--- src/rtl/samples_mem_pkg.sv ---
// Shared types and constants for the sample/program RAM loader and arbiter.
package samples_mem_pkg;

  localparam int IOCTL_ADDR_W = 25;
  localparam int IOCTL_DATA_W = 8;

  // Image lifecycle: EMPTY (no image), LOAD (download window open),
  // DRAIN (window closed, last byte still buffered), READY (image valid).
  typedef enum logic [1:0] {
    EMPTY = 2'd0,
    LOAD  = 2'd1,
    DRAIN = 2'd2,
    READY = 2'd3
  } state_t;

endpackage

--- src/rtl/samples_mem_loader_arbiter_if.sv ---
// Bus bundle between the loader/arbiter and its parent: ioctl download path,
// CPU request/ack bus and the single RAM port.
//
// Handshake semantics:
//  - ioctl: ioctl_wr is a one-cycle strobe; the arbiter raises ioctl_wait the
//    cycle after it buffers a byte and keeps it high until that byte has been
//    sent to the RAM. The HPS must not strobe again while ioctl_wait is high.
//  - cpu: cpu_req (with cpu_we/cpu_addr/cpu_wdata) is held stable until
//    cpu_ack; cpu_ack is a one-cycle pulse and cpu_rdata is valid only with it.
//  - mem: mem_we/mem_rd are single-cycle strobes qualified by mem_addr;
//    mem_rdata holds read data from the clock edge after mem_rd.
interface samples_mem_loader_arbiter_if #(
  parameter int ADDR_WIDTH = 13,
  parameter int DATA_WIDTH = 8
) ();
  import samples_mem_pkg::*;

  logic                    ioctl_download;
  logic                    ioctl_wr;
  logic [IOCTL_ADDR_W-1:0] ioctl_addr;
  logic [IOCTL_DATA_W-1:0] ioctl_data;
  logic                    ioctl_wait;

  logic                    cpu_req;
  logic                    cpu_we;
  logic [ADDR_WIDTH-1:0]   cpu_addr;
  logic [DATA_WIDTH-1:0]   cpu_wdata;
  logic                    cpu_ack;
  logic [DATA_WIDTH-1:0]   cpu_rdata;

  logic [ADDR_WIDTH-1:0]   mem_addr;
  logic [DATA_WIDTH-1:0]   mem_wdata;
  logic                    mem_we;
  logic                    mem_rd;
  logic [DATA_WIDTH-1:0]   mem_rdata;

  // Arbiter view.
  modport slave (
    input  ioctl_download, ioctl_wr, ioctl_addr, ioctl_data,
    output ioctl_wait,
    input  cpu_req, cpu_we, cpu_addr, cpu_wdata,
    output cpu_ack, cpu_rdata,
    output mem_addr, mem_wdata, mem_we, mem_rd,
    input  mem_rdata
  );

  // Parent view: HPS, CPU and RAM side.
  modport master (
    output ioctl_download, ioctl_wr, ioctl_addr, ioctl_data,
    input  ioctl_wait,
    output cpu_req, cpu_we, cpu_addr, cpu_wdata,
    input  cpu_ack, cpu_rdata,
    input  mem_addr, mem_wdata, mem_we, mem_rd,
    output mem_rdata
  );

endinterface

--- src/rtl/samples_ioctl_holding_reg.sv ---
// One-entry buffer for an ioctl download byte. A strobe is accepted only when
// enabled and empty; the entry stays full until the arbiter pops it, and the
// full flag doubles as the HPS stall (ioctl_wait).
module samples_ioctl_holding_reg
  import samples_mem_pkg::*;
(
  input  logic                    clk,
  input  logic                    reset,
  input  logic                    wr,
  input  logic                    enable,
  input  logic [IOCTL_ADDR_W-1:0] addr_in,
  input  logic [IOCTL_DATA_W-1:0] data_in,
  input  logic                    pop,
  output logic                    accept,
  output logic                    full,
  output logic [IOCTL_ADDR_W-1:0] addr,
  output logic [IOCTL_DATA_W-1:0] data,
  output logic                    stall
);

  // A strobe arriving while full is dropped; the HPS protocol never does it.
  assign accept = wr && enable && !full;
  assign stall  = full;

  // Capture on accept, release on pop; accept and pop are mutually exclusive.
  always_ff @(posedge clk) begin
    if (reset) begin
      full <= 1'b0;
      addr <= '0;
      data <= '0;
    end else if (accept) begin
      full <= 1'b1;
      addr <= addr_in;
      data <= data_in;
    end else if (pop) begin
      full <= 1'b0;
    end
  end

endmodule

--- src/rtl/samples_mem_loader_arbiter.sv ---
// Owns the single RAM port shared by the ioctl image download and the CPU.
// Buffers download bytes, stalls the HPS, tracks image length and overflow,
// and arbitrates CPU accesses (buffered download byte always wins).
// Optional feature: define SAMPLES_LOADER_CKSUM_EN to add load_cksum, the
// mod-256 sum of in-range bytes written during the current download.
module samples_mem_loader_arbiter
  import samples_mem_pkg::*;
#(
  parameter int ADDR_WIDTH = 13,
  parameter int DATA_WIDTH = 8
) (
  input  logic                          clk,
  input  logic                          reset,
  samples_mem_loader_arbiter_if.slave   bus,
  output logic                          rom_loaded,
  output logic [ADDR_WIDTH:0]           img_len,
  output logic                          load_ovf,
`ifdef SAMPLES_LOADER_CKSUM_EN
  output logic [7:0]                    load_cksum,
`endif
  output state_t                        state
);

  state_t                  state_next;
  logic                    download_q;
  logic                    rise;
  logic                    cpu_window;
  logic                    hold_accept;
  logic                    hold_full;
  logic [IOCTL_ADDR_W-1:0] hold_addr;
  logic [IOCTL_DATA_W-1:0] hold_data;
  logic                    hold_stall;
  logic                    issue;
  logic                    in_range;
  logic                    grant;
  logic                    ack_q;
  logic                    rd_mem_q;
  logic [ADDR_WIDTH:0]     len_cand;
  logic [ADDR_WIDTH:0]     img_len_next;

  samples_ioctl_holding_reg u_hold (
    .clk     (clk),
    .reset   (reset),
    .wr      (bus.ioctl_wr),
    .enable  (state == LOAD),
    .addr_in (bus.ioctl_addr),
    .data_in (bus.ioctl_data),
    .pop     (issue),
    .accept  (hold_accept),
    .full    (hold_full),
    .addr    (hold_addr),
    .data    (hold_data),
    .stall   (hold_stall)
  );

  assign rise       = bus.ioctl_download && !download_q;
  assign cpu_window = (state == EMPTY) || (state == READY);
  // A buffered byte is retired every cycle it is present; reset discards it.
  assign issue      = hold_full && !reset;
  assign in_range   = (hold_addr[IOCTL_ADDR_W-1:ADDR_WIDTH] == '0);
  assign len_cand   = {1'b0, hold_addr[ADDR_WIDTH-1:0]} + (ADDR_WIDTH+1)'(1);
  // One CPU access in flight; the ack cycle itself never grants, and a
  // download rise in the same cycle pre-empts the CPU.
  assign grant      = !reset && bus.cpu_req && cpu_window && !rise && !ack_q && !hold_full;

  // Image length after this cycle's RAM write, used for the end-of-load decision.
  always_comb begin
    img_len_next = img_len;
    if (issue && in_range && (len_cand > img_len)) begin
      img_len_next = len_cand;
    end
  end

  // Next-state logic for the image lifecycle.
  always_comb begin
    state_next = state;
    case (state)
      EMPTY, READY: begin
        if (rise) state_next = LOAD;
      end
      LOAD: begin
        if (!bus.ioctl_download) begin
          if (hold_accept) state_next = DRAIN;
          else             state_next = (img_len_next != '0) ? READY : EMPTY;
        end
      end
      DRAIN: begin
        // Entered with the last byte buffered; it is written this cycle.
        state_next = (img_len_next != '0) ? READY : EMPTY;
      end
      default: state_next = EMPTY;
    endcase
  end

  // State register.
  always_ff @(posedge clk) begin
    if (reset) state <= EMPTY;
    else       state <= state_next;
  end

  // RAM port mux: buffered download byte first, then a granted CPU access.
  always_comb begin
    bus.mem_addr  = '0;
    bus.mem_wdata = '0;
    bus.mem_we    = 1'b0;
    bus.mem_rd    = 1'b0;
    if (issue) begin
      bus.mem_addr  = hold_addr[ADDR_WIDTH-1:0];
      bus.mem_wdata = hold_data;
      bus.mem_we    = in_range;
    end else if (grant) begin
      bus.mem_addr = bus.cpu_addr;
      if (bus.cpu_we) begin
        bus.mem_wdata = bus.cpu_wdata;
        bus.mem_we    = 1'b1;
      end else if (state == READY) begin
        bus.mem_rd = 1'b1;
      end
    end
  end

  // Download edge detect, CPU ack pipeline, image length and overflow tracking.
  always_ff @(posedge clk) begin
    if (reset) begin
      download_q <= 1'b0;
      ack_q      <= 1'b0;
      rd_mem_q   <= 1'b0;
      img_len    <= '0;
      load_ovf   <= 1'b0;
    end else begin
      download_q <= bus.ioctl_download;
      ack_q      <= grant;
      rd_mem_q   <= bus.mem_rd;
      if (cpu_window && rise) begin
        img_len  <= '0;
        load_ovf <= 1'b0;
      end else begin
        img_len <= img_len_next;
        if (issue && !in_range) load_ovf <= 1'b1;
      end
    end
  end

`ifdef SAMPLES_LOADER_CKSUM_EN
  logic [7:0] cksum;

  // Running mod-256 sum of bytes actually written to RAM this download.
  always_ff @(posedge clk) begin
    if (reset) begin
      cksum <= '0;
    end else if (cpu_window && rise) begin
      cksum <= '0;
    end else if (issue && in_range) begin
      cksum <= cksum + hold_data;
    end
  end

  assign load_cksum = cksum;
`endif

  assign rom_loaded     = (state == READY);
  assign bus.ioctl_wait = hold_stall;
  assign bus.cpu_ack    = ack_q;
  assign bus.cpu_rdata  = rd_mem_q ? bus.mem_rdata : '0;

endmodule
--- src/flat_wrapper.sv ---
// flat-port wrapper written by rule: the top's interface ports become plain ports
module samples_mem_loader_arbiter_flat import samples_mem_pkg::*;
#(
  parameter int ADDR_WIDTH = 13,
  parameter int DATA_WIDTH = 8
)
  (clk, reset, rom_loaded, img_len, load_ovf, state, bus_ioctl_download, bus_ioctl_wr, bus_ioctl_addr, bus_ioctl_data, bus_ioctl_wait, bus_cpu_req, bus_cpu_we, bus_cpu_addr, bus_cpu_wdata, bus_cpu_ack, bus_cpu_rdata, bus_mem_addr, bus_mem_wdata, bus_mem_we, bus_mem_rd, bus_mem_rdata);
  samples_mem_loader_arbiter_if #(.ADDR_WIDTH(ADDR_WIDTH), .DATA_WIDTH(DATA_WIDTH)) bus_i ();
  input  logic clk;
  input  logic reset;
  output logic rom_loaded;
  output logic [ADDR_WIDTH:0] img_len;
  output logic load_ovf;
  output state_t state;
  input wire logic [$bits(bus_i.ioctl_download)-1:0] bus_ioctl_download;
  input wire logic [$bits(bus_i.ioctl_wr)-1:0] bus_ioctl_wr;
  input wire logic [$bits(bus_i.ioctl_addr)-1:0] bus_ioctl_addr;
  input wire logic [$bits(bus_i.ioctl_data)-1:0] bus_ioctl_data;
  output wire logic [$bits(bus_i.ioctl_wait)-1:0] bus_ioctl_wait;
  input wire logic [$bits(bus_i.cpu_req)-1:0] bus_cpu_req;
  input wire logic [$bits(bus_i.cpu_we)-1:0] bus_cpu_we;
  input wire logic [$bits(bus_i.cpu_addr)-1:0] bus_cpu_addr;
  input wire logic [$bits(bus_i.cpu_wdata)-1:0] bus_cpu_wdata;
  output wire logic [$bits(bus_i.cpu_ack)-1:0] bus_cpu_ack;
  output wire logic [$bits(bus_i.cpu_rdata)-1:0] bus_cpu_rdata;
  output wire logic [$bits(bus_i.mem_addr)-1:0] bus_mem_addr;
  output wire logic [$bits(bus_i.mem_wdata)-1:0] bus_mem_wdata;
  output wire logic [$bits(bus_i.mem_we)-1:0] bus_mem_we;
  output wire logic [$bits(bus_i.mem_rd)-1:0] bus_mem_rd;
  input wire logic [$bits(bus_i.mem_rdata)-1:0] bus_mem_rdata;
  assign bus_i.ioctl_download = bus_ioctl_download;
  assign bus_i.ioctl_wr = bus_ioctl_wr;
  assign bus_i.ioctl_addr = bus_ioctl_addr;
  assign bus_i.ioctl_data = bus_ioctl_data;
  assign bus_ioctl_wait = bus_i.ioctl_wait;
  assign bus_i.cpu_req = bus_cpu_req;
  assign bus_i.cpu_we = bus_cpu_we;
  assign bus_i.cpu_addr = bus_cpu_addr;
  assign bus_i.cpu_wdata = bus_cpu_wdata;
  assign bus_cpu_ack = bus_i.cpu_ack;
  assign bus_cpu_rdata = bus_i.cpu_rdata;
  assign bus_mem_addr = bus_i.mem_addr;
  assign bus_mem_wdata = bus_i.mem_wdata;
  assign bus_mem_we = bus_i.mem_we;
  assign bus_mem_rd = bus_i.mem_rd;
  assign bus_i.mem_rdata = bus_mem_rdata;
  samples_mem_loader_arbiter #(.ADDR_WIDTH(ADDR_WIDTH), .DATA_WIDTH(DATA_WIDTH)) u_core (.clk(clk), .reset(reset), .bus(bus_i), .rom_loaded(rom_loaded), .img_len(img_len), .load_ovf(load_ovf), .state(state));
endmodule
--- config.mk ---
export PLATFORM = sky130hd
export DESIGN_NAME = samples_mem_loader_arbiter_flat
export DESIGN_NICKNAME = d
export VERILOG_FILES = /design/src/rtl/samples_mem_pkg.sv /design/src/rtl/samples_mem_loader_arbiter_if.sv /design/src/rtl/samples_ioctl_holding_reg.sv /design/src/rtl/samples_mem_loader_arbiter.sv /design/src/flat_wrapper.sv
export SDC_FILE = /design/constraint.sdc
export NUM_CORES = 1
export LEC_CHECK = 0
export CAP_MARGIN = 20
export CORE_ASPECT_RATIO = 1.4
export CORE_UTILIZATION = 45
export CTS_CLUSTER_DIAMETER = 200
export DETAILED_ROUTE_END_ITERATION = 6
export PLACE_DENSITY = 0.93
export SYNTH_ARGS = -nofsm -noshare
export SYNTH_HDL_FRONTEND = slang
export SYNTH_SLANG_ARGS = --single-unit
--- constraint.sdc ---
create_clock -name clk -period 3.34 [get_ports clk]
set_clock_uncertainty 0.15 [all_clocks]
set_input_delay 0.668 -clock clk [delete_from_list [all_inputs] [get_ports clk]]
set_output_delay 0.668 -clock clk [all_outputs]
set_load 0.02 [all_outputs]
==> results.yml <==
synth:
  synthTopCellsByCount: "nand2_1, dfxtp_1, a21oi_1"
  ys.flop_type: "dfxtp_1"
  synth_fp_nets: 459
  avgSynthCellArea_um2: 8.42
  yosys-top-cells-area: "dfxtp_1, nand2_1, ha_1"
  async_flop_share_pct: 0
  synth_seq_cells: 54
  yosysTopAreaCell: "dfxtp_1"
  ys_types: 53
  yosysSeqAreaShare_pct: 34.5
  syn_inst: 372
  synth.most_common_cell: "nand2_1"
  synth_top_area_share_pct: 34.5
  synth_edf_count: 0
  synth.cell_area_um2: 3130
  synth_warnings: 0
cts:
  cts_root_buf: "clkbuf_8"
  clock_latency_ps: 310
  clock_sinks: 54
  cts_made_buffers: 5
  cts.clk_slew.worst_paths_ps: 110
  clock_path_buffers: 2
  cts_tree: "built"
  htree_levels: 2
placement:
  io_buffer_count: 118
  dp_hpwl_mm: 6.68
  place_inst: 580
  place_congestion: 0.906
cells_and_area:
  fin_cells: 588
  diodes: 0
  drive_above_1_share_pct: 12.7
  final_nets: 582
  area_growth_pct: 45.8
  num-fill-cells: 543
  ff_latch_area_um2: 1080
  multi_input_area_um2: 1850
setup_path:
  critical_path_depth: 8
  worstPathArrival_ps: 2420
  slowest_stage: "clkdlybuf4s50_1"
  cp-start-kind: "input port"
  critPathKind: "input port to output pin"
  critPathCaptureType: "output pin"
  crit_buf_inv: 4
  path_delay_family: "buffers and inverters"
  reg2reg_depth: 14
  cpPeakStageDelay_ps: 490
  crit_required_ps: 2520
  crit_path_max_fanout: 9
  path_cells: "clkdlybuf4s50_1, inv_1, o21ai_1, nor4_2, and2_0, buf_4, a22o_1, dlygate4sd2_1"
timing:
  whs_ps: 319
  setup_viol_count_final: 0
  slew_viol_final: 0
  fmax_mhz: 309
  finalHoldViolations: 0
  fin_crit_ps: 3240
  post-route-period-util_pct: 97.0
  max_slew.worst_pin.slew_ps: 585
  relSlewSlack_pct: 60.6
run:
  cap_viol_max_count: 0
route:
  ant_nets: 0
  via_per_inst: 5.39
  drtIter0Drc: 130
  num_vias: 3172
  wl_mm: 8.84
  drc: 0
  first_pass_iters: 4
  drt-wirelength-per-cell_um: 15.0
pwr:
  power_uw: 1630
  leakage_uw: 0.00191
  power.internal_uw: 1090
  seq_power_share_pct: 44.8
  power_density_nw_per_um2: 357
  p_sw_uw: 544
  comb_power_share_pct: 30.8
  p_clk_share_pct: 24.4
  swShare_pct: 33.3
  peakVddDrop_v: 0.000272
floorplan:
  die_w_um: 72.5
  top_level_ports: 119
  die_area_um2: 7300
  start_util_pct: 47.1
  row_count: 35
  die_h_um: 101
  core-area_um2: 6660
hold_path:
  whs_path_depth: 2
  hold_path.class: "flip-flop to flip-flop"
grt:
  antenna_found_initial: 0
  grt_pass1_vias: 3061
  grtUsageTotal_pct: 24.6
  overflow: 0
  grt_start_max_net_pins: 40
  grt_pass1_wl_mm: 14.3
outcome:
  status: "finished, final reports clean"
## sequential cells by signal, indices dropped and copies added (netlist names)
signal and flops:
u_core.u_hold.addr 25, u_core.u_hold.data 8, u_core.state 2, u_core.rd_mem_q 1, u_core.bus.cpu_ack 1, u_core.load_ovf 1
u_core.download_q 1, u_core.u_hold.full 1, u_core.img_len 14
## tightest hold or removal path: cells and delay by family (launching register included)
kind	cells	cell delay, ps
compound gates	1	50
flops	1	330
simple gates	1	50
## layout by cell type, fill, tap and decap left out, types with 3 or more instances in the layout
cell and n:
nand3_1 10, clkbuf_8 5, and3_1 4, nor2_1 19, dfxtp_1 52, a211oi_2 12
clkdlybuf4s50_1 95, xnor2_1 5, buf_4 21, inv_1 20, dlygate4sd2_1 23, nand2_1 72
a21oi_1 38, xor2_1 3, nor3_1 4, ha_1 19, a21o_1 5, and2_1 8
nor4_1 7, a22o_1 21, nand4_1 4
## layout make-up
cell class              count  share of cell area, %
multi-input cells         272                   40.6
repair buffers            141                   29.4
flip-flops and latches     54                   23.7
well taps                  92                   2.52
inverters                  21                   1.73
clock buffers               5                   1.51
clock inverters             3                  0.630
## power by group through the flow
| stage | combinational [µW] | clock (µW) | sequential (µW) |
|---|---|---|---|
| 3_5_place_dp | 504 | 0 | 743 |
| 6_report | 502 | 397 | 731 |
| 5_1_grt | 552 | 434 | 737 |
| 2_1_floorplan | 301 | 0 | 739 |
| 3_3_place_gp | 492 | 0 | 741 |
| 4_1_cts | 499 | 402 | 729 |
## stage by stage
stage	setup WS (ps)	instance area, µm²	util [%]	TNS, ps
4_1_cts	102	4550	68.4	0
3_5_place_dp	-215	4480	67.3	-3950
5_1_grt	-49.8	4570	68.6	-136
3_3_place_gp	-90.3	4480	67.3	-1250
2_1_floorplan	327	3130	-	0
6_report	99.6	4570	68.6	0
## worst paths after layout
check | from | end | slack (ps)
setup / recovery | bus_ioctl_download | bus_mem_wdata[4] | 100
hold / removal | u_core.u_hold.addr[15]$_SDFFE_PP0P_ | u_core.u_hold.addr[15]$_SDFFE_PP0P_ | 320
setup reg to reg | u_core.u_hold.addr[0]$_SDFFE_PP0P_ | u_core.state[1]$_SDFFE_PP0P_ | 180
hold reg to reg | u_core.u_hold.addr[15]$_SDFFE_PP0P_ | u_core.u_hold.addr[15]$_SDFFE_PP0P_ | 320
## per-layer routing
layer	global-route usage [%]	vias up	part of all wire [%]
li1	-	1563	-
met3	3.40	23	3.8
met5	0	-	0
met2	44.0	106	54
met4	9.35	0	3.1
met1	29.3	1480	40
## kinds of logic (layout without fill, tap and decap cells)
family	count (synthesis)	in the layout	synth area share (%)
AND/OR/NAND/NOR	151	151	25.8
adder cells (fa/ha/maj)	19	19	7.59
AO/OA/AOI/OAI	90	90	21.7
flip-flops	54	54	34.5
XOR/XNOR	10	10	3.04
buffers and inverters	46	170	6.75
multiplexers	2	2	0.639
## timing repair
| action | 4_1_cts | 5_1_grt |
|---|---|---|
| gates resized for setup | 24 | 5 |
| hold buffers | 0 | 0 |
| setup endpoints to repair | 23 | 7 |
| buffers inserted | 0 | 0 |
| gates cloned | 0 | 0 |
| endpoints found under the hold margin | 0 | 0 |
| pin swaps | 0 | 1 |
Power figures use the tool's default switching activity.
==> patch, RTL diff (same flow settings) <==
Change the package constant `IOCTL_ADDR_W` from 25 to 33.
--- a/src/rtl/samples_mem_pkg.sv
+++ b/src/rtl/samples_mem_pkg.sv
@@ -1,7 +1,7 @@
 // Shared types and constants for the sample/program RAM loader and arbiter.
 package samples_mem_pkg;
 
-  localparam int IOCTL_ADDR_W = 25;
+  localparam int IOCTL_ADDR_W = 33;
   localparam int IOCTL_DATA_W = 8;
 
   // Image lifecycle: EMPTY (no image), LOAD (download window open),
Ports: changed (resized bus_ioctl_addr); port bits go from 119 to 127. The function was not compared with the original's and may differ.
==> patch against the unedited design <==
- routed wire length is 13% higher
- final area grew 10%
- sequential cell count rose by 8
- area after synthesis is 11% higher
- critical path type unchanged
- setup slack better by 0.040 ns
- count of clock-buffer cells in the layout is 4 higher
- total power up 20%
- hold slack lost 0.0021 ns
==> patch: results (changes against the unedited design) <==
Run status
  • Status: finished, final reports clean

Critical path
  • WP data arrival: 2.38 ns (-0.04 ns)
  • R2R cell count: 12 (-2)
  • Crit-path max FO: 9 (unchanged)
  • Reg2reg setup slack: 0.23 ns (+0.05 ns)
  • Max stage delay on crit path: 0.45 ns (-0.04 ns)
  • Critical path's slowest cell: clkdlybuf4s50_1
  • CP delay by family, top: buffers and inverters

Clock tree
  • Worst-skew pair later-pin latency: 0.35 ns (+0.04 ns)
  • H-Tree Depth: 3 (+1)
  • Clock slew at reported path FFs: 0.07 ns (-0.04 ns)
  • Root Buffer: clkbuf_8
  • CTS Buf Count: 9 (+4)
  • Clk buf depth: 2 (unchanged)

Place
  • Placed instance count: 631 (+8.8%)
  • Placed Instance Area: 0.00483 mm² (+7.7%)
  • Detail Placement HPWL: 7620 µm (+14%)
  • Placer Congestion: 0.895 (-1.3%)
  • I/O Buffers: 126 (+6.8%)
  • Worst slack, placed: -0.171 ns (+0.0437 ns)

Global routing
  • GRT Total Usage: 25.4% (+0.84 points)
  • Initial antenna violation count: 0 (unchanged)
  • First-pass GRT wire length: 16000 µm (+12%)
  • Largest net degree at the start of global routing: 47 (+18%)
  • Met2 Usage GRT: 47.3% (+3.3 points)
  • Met3 Usage GRT: 4.50% (+1.1 points)
  • Number of global-route vias before repair: 3558 (+16%)
  • Global-route met1 utilization: 25.9% (-3.4 points)

Route
  • Final antenna-violating net count: 0 (unchanged)
  • Iter 0 DRT Violations: 170 (+31%)
  • WL final: 10000 µm (+13%)
  • DR pass1 iterations: 5 (+1)
  • Total number of vias: 3504 (+10%)

Synth
  • Async SR Flop Fraction: 0% (unchanged)
  • Post-Syn Instances: 420 (+13%)
  • Syn Nets: 515 (+12%)
  • Register area share after synthesis: 35.9% (+1.3 points)
  • Synth cell types: 54 (+1.9%)
  • Yosys warns: 0 (unchanged)
  • Synth area leaders: dfxtp_1 36%, nand2_1 9.6%, ha_1 6.9%, a21oi_1 6.8%, a22o_1 5.3%
  • Commonest cells post-synth: 89 x nand2_1, 62 x dfxtp_1, 47 x a21oi_1

Min path
  • Hold WC Path Type: reg2reg
  • Hold Crit Depth: 2 (unchanged)

Power and ir drop
  • Leakage power: 2.03 nW (+6.4%)
  • VDD IR-drop max: 0.319 mV (+17%)
  • Sw Share: 30.8% (-2.6 points)

Finish
  • Largest registers: u_core.u_hold.addr: 33 flops, u_core.img_len: 14 flops, u_core.u_hold.data: 8 flops
  • Nets: 640 (+10%)
  • Diode count: 0 (unchanged)
  • Layout Cells excl Fill: 647 (+10%)
  • Share of layout cells above drive strength 1: 10.9% (-1.8 points)

STA
  • Worst Tran Pin Value: 0.782 ns (+0.197 ns)
  • Hold slack: 0.317 ns (-0.00214 ns)
  • Fin Setup TNS: 0 ns (unchanged)
  • Min Tclk post-route: 3.20 ns (-0.0403 ns)

Run
  • Max cap viols: 0 (unchanged)
-- patch: final timing paths --
check	start	endpoint
max	bus_cpu_req	bus_mem_wdata[4]
min	u_core.u_hold.addr[32]	u_core.u_hold.addr[32]
max reg2reg	u_core.u_hold.addr[4]	u_core.img_len[10]
min reg2reg	u_core.u_hold.addr[32]	u_core.u_hold.addr[32]
-- patch: logic make-up after synthesis --
group                      Yosys count  synth area share (%)
DFF                                 62                  35.9
xor gates and xnor gates            12                  3.25
and+or+nand+nor                    179                  26.4
buffers and inverters               45                  6.04
adders and majority gates           19                  6.87
muxes                               15                  4.34
AOI/OAI and AO/OA                   88                  17.3
-- patch: tightest hold or removal path: cells and delay by family, from the launching register on --
family	cells	cell delay (ns)
flops	1	0.32
compound gates	1	0.05
simple gates	1	0.05
-- patch: layout make-up --
class	count	area [µm²]
clock buffers	9	124
flip-flops and latches	62	1240
well taps	97	121
repair buffers	141	1370
fillers	598	2370
inverters	18	67.6
clock inverters	7	72.6
multi-input cells	313	2040
-- patch: power by group through the flow --
| stage | clock network, mW | logic, mW | registers (mW) |
|---|---|---|---|
| 6_report | 0.657 | 0.480 | 0.825 |
| 5_1_grt | 0.703 | 0.524 | 0.830 |
| 4_1_cts | 0.665 | 0.479 | 0.823 |
| 3_5_place_dp | 0 | 0.481 | 0.840 |
| 3_3_place_gp | 0 | 0.462 | 0.838 |
| 2_1_floorplan | 0 | 0.286 | 0.836 |
-- patch: repair_timing --
item,in CTS,in global routing
cloned,0,0
pin swaps,0,2
gates resized for setup,22,9
setup endpoints to repair,23,19
buffers inserted,0,0
-- patch: layer usage --
| metal | vias to the layer above | share of wire [%] |
|---|---|---|
| li1 | 1693 | - |
| met1 | 1635 | 36 |
| met2 | 140 | 55 |
| met3 | 36 | 4.6 |
| met4 | 0 | 4.5 |
| met5 | - | 0 |
